### src/rtl/exe_issue_stage.sv
// ID/EXE issue stage: holds one decoded instruction, drives the ALU through a
// MEM/WB bypass network and hands the result to MEM. Optional counters: EXE_PERF_CNT_EN.
module exe_issue_stage #(
  parameter int DW = 32,
  parameter int RW = 5
) (
  input  logic          clk,
  input  logic          resetn,
  input  logic          flush,
  input  logic          id_valid,
  output logic          id_ready,
  input  logic [4:0]    id_alu_control,
  input  logic [DW-1:0] id_src1,
  input  logic [DW-1:0] id_src2,
  input  logic [RW-1:0] id_src1_reg,
  input  logic [RW-1:0] id_src2_reg,
  input  logic [RW-1:0] id_dest,
  input  logic          id_wen,
  input  logic          mem_allow,
  output logic          exe_valid,
  output logic [4:0]    exe_alu_control,
  output logic [DW-1:0] exe_alu_src1,
  output logic [DW-1:0] exe_alu_src2,
  input  logic [DW-1:0] alu_result,
  output logic [DW-1:0] exe_result,
  output logic [RW-1:0] exe_dest,
  output logic          exe_wen,
  input  logic          fwd_mem_wen,
  input  logic [RW-1:0] fwd_mem_dest,
  input  logic [DW-1:0] fwd_mem_data,
  input  logic          fwd_wb_wen,
  input  logic [RW-1:0] fwd_wb_dest,
  input  logic [DW-1:0] fwd_wb_data
`ifdef EXE_PERF_CNT_EN
  ,
  output logic [31:0]   perf_issue_cnt,
  output logic [31:0]   perf_stall_cnt
`endif
);

  // Handshake: ID transfers when id_valid & id_ready; EXE hands off to MEM when
  // exe_valid & mem_allow. id_ready depends only on EXE occupancy and mem_allow.
  logic          valid_q;
  logic [4:0]    op_q;
  logic [DW-1:0] src1_q;
  logic [DW-1:0] src2_q;
  logic [RW-1:0] src1_reg_q;
  logic [RW-1:0] src2_reg_q;
  logic [RW-1:0] dest_q;
  logic          wen_q;

  logic          accept;
  logic          load;
  logic          mem_hit1, wb_hit1, mem_hit2, wb_hit2;
  logic [DW-1:0] src1_byp;
  logic [DW-1:0] src2_byp;

  assign id_ready = ~valid_q | mem_allow;
  assign accept   = id_valid & id_ready;
  assign load     = accept & ~flush;

  // Register 0 is never a bypass target; MEM is younger than WB so it wins.
  always_comb begin
    mem_hit1 = (src1_reg_q != '0) & fwd_mem_wen & (fwd_mem_dest == src1_reg_q);
    wb_hit1  = (src1_reg_q != '0) & fwd_wb_wen  & (fwd_wb_dest  == src1_reg_q);
    mem_hit2 = (src2_reg_q != '0) & fwd_mem_wen & (fwd_mem_dest == src2_reg_q);
    wb_hit2  = (src2_reg_q != '0) & fwd_wb_wen  & (fwd_wb_dest  == src2_reg_q);
    src1_byp = src1_q;
    src2_byp = src2_q;
    if (mem_hit1)     src1_byp = fwd_mem_data;
    else if (wb_hit1) src1_byp = fwd_wb_data;
    if (mem_hit2)     src2_byp = fwd_mem_data;
    else if (wb_hit2) src2_byp = fwd_wb_data;
  end

  always_ff @(posedge clk or negedge resetn) begin
    if (!resetn) begin
      valid_q    <= 1'b0;
      op_q       <= '0;
      src1_q     <= '0;
      src2_q     <= '0;
      src1_reg_q <= '0;
      src2_reg_q <= '0;
      dest_q     <= '0;
      wen_q      <= 1'b0;
    end else begin
      if (flush)          valid_q <= 1'b0;
      else if (accept)    valid_q <= 1'b1;
      else if (mem_allow) valid_q <= 1'b0;

      if (load) begin
        op_q       <= id_alu_control;
        src1_q     <= id_src1;
        src2_q     <= id_src2;
        src1_reg_q <= id_src1_reg;
        src2_reg_q <= id_src2_reg;
        dest_q     <= id_dest;
        wen_q      <= id_wen;
      end else begin
        // Sticky bypass: a forwarded value outlives its producer during a stall.
        src1_q <= src1_byp;
        src2_q <= src2_byp;
      end
    end
  end

  assign exe_valid       = valid_q;
  assign exe_alu_control = op_q;
  assign exe_alu_src1    = src1_byp;
  assign exe_alu_src2    = src2_byp;
  assign exe_result      = alu_result;
  assign exe_dest        = dest_q;
  assign exe_wen         = valid_q & wen_q & (dest_q != '0);

`ifdef EXE_PERF_CNT_EN
  always_ff @(posedge clk or negedge resetn) begin
    if (!resetn) begin
      perf_issue_cnt <= '0;
      perf_stall_cnt <= '0;
    end else begin
      if (load)                   perf_issue_cnt <= perf_issue_cnt + 32'd1;
      if (valid_q & ~mem_allow)   perf_stall_cnt <= perf_stall_cnt + 32'd1;
    end
  end
`endif

endmodule

### config.mk
export PLATFORM = sky130hd
export DESIGN_NAME = exe_issue_stage
export DESIGN_NICKNAME = d
export VERILOG_FILES = /design/src/rtl/exe_issue_stage.sv
export SDC_FILE = /design/constraint.sdc
export NUM_CORES = 1
export LEC_CHECK = 0
export BUFFER_PORTS_ARGS = -buffer_cell sky130_fd_sc_hd__buf_4
export CORE_MARGIN = 8
export CORE_UTILIZATION = 45
export DETAILED_ROUTE_END_ITERATION = 16
export GPL_ROUTABILITY_DRIVEN = 0
export MAX_ROUTING_LAYER = met4
export PLACE_DENSITY = 0.81
export SYNTH_ARGS = -nofsm -noshare
export SYNTH_HDL_FRONTEND = slang
export SYNTH_SLANG_ARGS = --single-unit
### constraint.sdc
create_clock -name clk -period 2.4 [get_ports clk]
set_input_delay 0.48 -clock clk [delete_from_list [all_inputs] [get_ports clk]]
set_output_delay 0.48 -clock clk [all_outputs]
set_load 0.02 [all_outputs]
# After elaboration in Yosys (flattened, before gate mapping)
# Index checks and enable logic that the tools add are counted.
[totals]
reg_bits = 86
latch_bits = 0
ramBits = 0
rom_bits = 0
in_bits = 198
mem_count = 0
[classes]
add_sub_neg = 0
n_mul = 0
div_mod_pow = 0
magnitude_cmp = 0
n_eq_ne = 4
n_shift = 0
muxes = 9
n_bitwise = 15
n_reduce_logical = 4
[op_table]
columns = ["operator", "n"]
rows = [
  ["2-to-1 mux 32 bit", 6],
  ["equality test 5 bit", 4],
  ["nonzero test 5 bit", 3],
  ["AND 1 bit", 12],
  ["2-to-1 mux 1 bit", 3],
  ["nonzero test 3 bit", 1],
  ["NOT 1 bit", 2],
  ["OR 1 bit", 1],
]

# Depth between registers and ports, before layout
[logic_depth]
depth_word = 6
depth_mapped = 8

# Least setup slack after synthesis
# OpenSTA, ideal clock, no wires.
[synth_timing]
path_type = "register to output"
startpoint = "reg src1_reg_q[0]"
endpoint = "out exe_alu_src1[23]"
arrival_time_ns = 2.026
t_required_ns = 1.920
slack_ns = -0.106
path_stages_with_launch = 7
path_buffers = 2
cell_sequence = "dfrtp_1 -> or4_1 -> o2111ai_2 -> buf_2 -> buf_2 -> nor2_1 -> a21oi_1"
[synth_between]
elab_chain_cells = 5
[synth_lines]
columns = ["element", "line_no", "text"]
rows = [
  ["start: declaration", "47", "logic [RW-1:0] src1_reg_q;"],
  ["start signal: assignment", "95", "src1_reg_q <= id_src1_reg;"],
  ["nonzero test 5 bit", "64, 65", ""],
  ["AND 1 bit (2 in series)", "65", "wb_hit1 = (src1_reg_q != '0) & fwd_wb_wen & (fwd_wb_dest == src1_reg_q);"],
  ["2-to-1 mux 32 bit", "71", "else if (wb_hit1) src1_byp = fwd_wb_data;"],
  ["2-to-1 mux 32 bit (*)", "70", "if (mem_hit1) src1_byp = fwd_mem_data;"],
  ["end: declaration", "22", "output logic [DW-1:0] exe_alu_src1,"],
]
# Every way passes the cells marked *; elsewhere a longest branch is shown, timed or not.

# Worst setup path in the final report
[layout_timing]
startpoint = "reg src2_reg_q[4]"
endpoint = "out exe_alu_src2[20]"
[layout_between]
elab_chain_cells = 5
[layout_lines]
columns = ["element", "line_no", "text"]
rows = [
  ["start: declaration", "48", "logic [RW-1:0] src2_reg_q;"],
  ["start signal: assignment", "96", "src2_reg_q <= id_src2_reg;"],
  ["nonzero test 5 bit", "66, 67", ""],
  ["AND 1 bit (2 in series)", "67", "wb_hit2 = (src2_reg_q != '0) & fwd_wb_wen & (fwd_wb_dest == src2_reg_q);"],
  ["2-to-1 mux 32 bit", "73", "else if (wb_hit2) src2_byp = fwd_wb_data;"],
  ["2-to-1 mux 32 bit (*)", "72", "if (mem_hit2) src2_byp = fwd_mem_data;"],
  ["end: declaration", "23", "output logic [DW-1:0] exe_alu_src2,"],
]
# Marks and branches as above.

==> impl_results.md <==
* Outcome: complete, but fails checks
* Failing checks: setup timing
* Max Clk Rate at 0.351 GHz
* # DRC at 0
* Fin util at 74.1%
* Hold slack at 0.109 ns
* Yosys cell types at 34
* DP Wirelength at 15.8 mm
* Worst r2r src: src2_reg_q[4]
* Final Hold Viols at 0
* YS warnings at 0
* Syn_nets at 792
* Via count at 5980
* R2r endpoint: src2_q[14]
* Detailed router's first-iteration violation count at 536
* Syn_area_per_cell at 9.33 um2
* Clk_skew at 0.0102 ns
* Fillers at 793
* Post-Route Setup TNS at -24.29 ns
* Yosys reg bits at 86
* Non-Filler Instances at 979
* Critical path required time at 1.92 ns
* # rows at 40
* Post-Syn Area at 5540 um2
* Worst setup margin at -0.447 ns
* CTS max path bufs at 2
* Initial Util at 46.2%
* PD cells at 764 nW/um2
* Setup crit start kind: flip-flop
* Flop-to-flop setup slack at 0.05 ns
* CTS tree: yes
* Area delta synth->final at 60.6%
* First-pass GRT wire length at 33.8 mm
* DIE AREA at 16100 um2
* Final period utilization at 119%
* Post-synthesis cell count at 594
* Average wire per standard cell at 23.3 um
* I/O pin count at 307
* Top-area cell type share of the netlist area at 38.8%
* Total power at 0.00681 W
* Worst relative slew slack at 58.3%
* Port Buf Inserts at 242
* CTS sink cnt at 86
* CTS HTree Levels at 3
* Post-route ant nets at 0
* Crit path kind: flip-flop to primary output
* Worst-Skew Late Latency at 0.34 ns
* Initial antenna violation count at 0
* Clock transition at path regs at 0.07 ns
* Worst hold path class: input port to asynchronous set/reset pin
* Area contributors post-synth: dfrtp_1 (39%), mux2_2 (10%), mux2i_1 (6.3%)
* Static Leak at 3.73 nW
* Die height at 127 um
* Final setup fails at 64
* EDFF count, synth at 0
* CTS Buf Count at 9
* CP Data Arrival Time at 2.37 ns
* Slowest cell delay on critical path at 0.59 ns
* Inst Count DP at 942
* CP endpoint kind: primary output
* Async SR Flop Fraction at 100%
* Die width at 127 um
* Routed wire length at 22.8 mm
* Avg Vias per Cell at 6.11
* Crit-path slowest cell: or4_4
* Min Tclk post-route at 2.85 ns
* Seq/Total Area, Yosys at 38.8%
* R2R cell count at 8
* NumNets Final at 1025
* Slew Limit Fails at 0
* Core ar. at 12000 um2
* Largest net degree at the start of global routing at 57
* Tot GR Track Use at 26.9%
* Critical-path maximum fanout at 7
* Drt pass-1 iters at 5
* Congestion Overflow GR at 0
* Max-cap violations at 0
* Root Buffer: clkbuf_16
* Proportion of layout cells with a drive suffix above 1 at 59.1%
* Max VDD drop at 471 uV
* Primary FF master, synth: dfrtp_1
* RSZ-0062 raised after global routing: yes
* Vias in the first global route at 6499
* # diodes at 0
* Dominant cell type by area after synthesis: dfrtp_1
* Worst path cell trace: or4_4, o211ai_4, buf_8, nor2_4, mux2i_1, a21oi_1, buf_4
* Slew at the pin with the worst max-slew slack at 0.620 ns
## flip-flops by register name (all words and copies together) (netlist names)
| name | count |
|---|---|
| exe_valid | 1 |
| exe_alu_control | 5 |
| exe_dest | 5 |
| src1_reg_q | 5 |
| src2_q | 32 |
| src2_reg_q | 5 |
| src1_q | 32 |
| wen_q | 1 |
## worst max-delay path: cells and delay by family, from the launching register on
family                 cells  cell delay, ns
AO/OA/AOI/OAI              2            0.40
buffers and inverters      2            0.35
flip-flops                 1            0.40
multiplexers               1            0.24
AND/OR/NAND/NOR            2            0.64
## how the worst max path moves through the flow
stage / from / to / slack, ns / cells after the start
after global routing: src2_reg_q[4] / exe_alu_src2[20] / -0.52 / 7
after detailed placement: fwd_wb_dest[0] / exe_alu_src2[13] / -0.18 / 9
after global placement: fwd_mem_dest[1] / exe_alu_src1[24] / -0.16 / 10
after CTS: src2_reg_q[4] / exe_alu_src2[12] / -0.42 / 7
after floorplan: src2_reg_q[4] / exe_alu_src2[13] / -0.1 / 8
final: src2_reg_q[4] / exe_alu_src2[20] / -0.45 / 7
## power by group
part | internal [W] | switching, W | leakage [nW]
logic | 0.00167 | 0.00168 | 2.60
registers | 0.00179 | 0.000213 | 0.983
clock network | 0.000869 | 0.000587 | 0.149
total | 0.00433 | 0.00248 | 3.73
## cell type report
cell class              instances  area [um2]  area share [%]
clock buffers                  12         256            2.88
clock inverters                 4        55.1           0.618
inverters                       1        3.75          0.0421
multi-input cells             418        3610            40.5
flip-flops and latches         86        2150            24.2
well taps                     147         184            2.07
repair buffers                311        2650            29.7
## placed cells by master, fill, tap and decap left out, types with 3 or more instances in the layout
master     count
o21ai_4        4
xor2_1         4
clkbuf_16     10
mux2i_4       27
mux2_2        50
nor2_1        35
mux2i_1        3
o22ai_1       35
a21oi_1       36
a21oi_2       32
dfrtp_1       86
a31oi_2       20
mux2i_2        5
xnor2_1       14
buf_6         25
nand3_1       20
o21ai_1       22
nand2b_1      33
buf_4        269
buf_12        14
a31oi_1       11
nor4_1        29
o21ai_2        3
nand3_2       11
nand2_1        3
## cell families (layout without fill, tap and decap cells)
| group | Yosys count | count (layout) | synth area share, % |
|---|---|---|---|
| AOI/OAI and AO/OA | 170 | 170 | 17.5 |
| and+or+nand+nor | 145 | 145 | 14.9 |
| buffers and inverters | 90 | 328 | 9.52 |
| DFF | 86 | 86 | 38.8 |
| muxes | 85 | 85 | 16.5 |
| xor gates and xnor gates | 18 | 18 | 2.84 |
## repair_timing
item                                    in CTS  in global routing
gates resized for setup                     81                 52
pin swaps                                   33                 34
gates cloned                                 2                  1
setup buffers                                7                 12
endpoints found under the setup margin      64                 64
hold buffers                                 0                  0
endpoints found under the hold margin        0                  0
## routing by layer
layer	track usage (%)	share of wire, %	wire length [um]	vias up
li1	-	-	-	2619
met1	28.7	35	8070	2869
met2	45.2	51	11600	415
met3	8.94	10	2370	77
met4	11.1	3.5	797	0
met5	-	0	0	-
## through the flow
| step | instance area (um2) | worst slack, ns |
|---|---|---|
| 6_report | 8910 | -0.447 |
| 4_1_cts | 8520 | -0.424 |
| 2_1_floorplan | 5660 | -0.0990 |
| 5_1_grt | 8910 | -0.520 |
| 3_5_place_dp | 7700 | -0.184 |
| 3_3_place_gp | 7700 | -0.162 |
## Yosys cell counts, types with 2 or more instances
cell and instances:
xnor2_1 14, clkbuf_1 26, buf_6 2, nand3_2 10, mux2i_1 35, and2_1 2, a31oi_1 32, xor2_1 4
dfrtp_1 86, buf_4 41, o22ai_1 35, buf_2 17, nor4_1 30, mux2_2 50, nand2_1 4, a21oi_1 68
o21ai_1 29, nand2b_1 33, buf_1 3, nor2_1 38, nand3_1 21, or3_1 2
No activity file was read; power rests on OpenSTA's default activity.
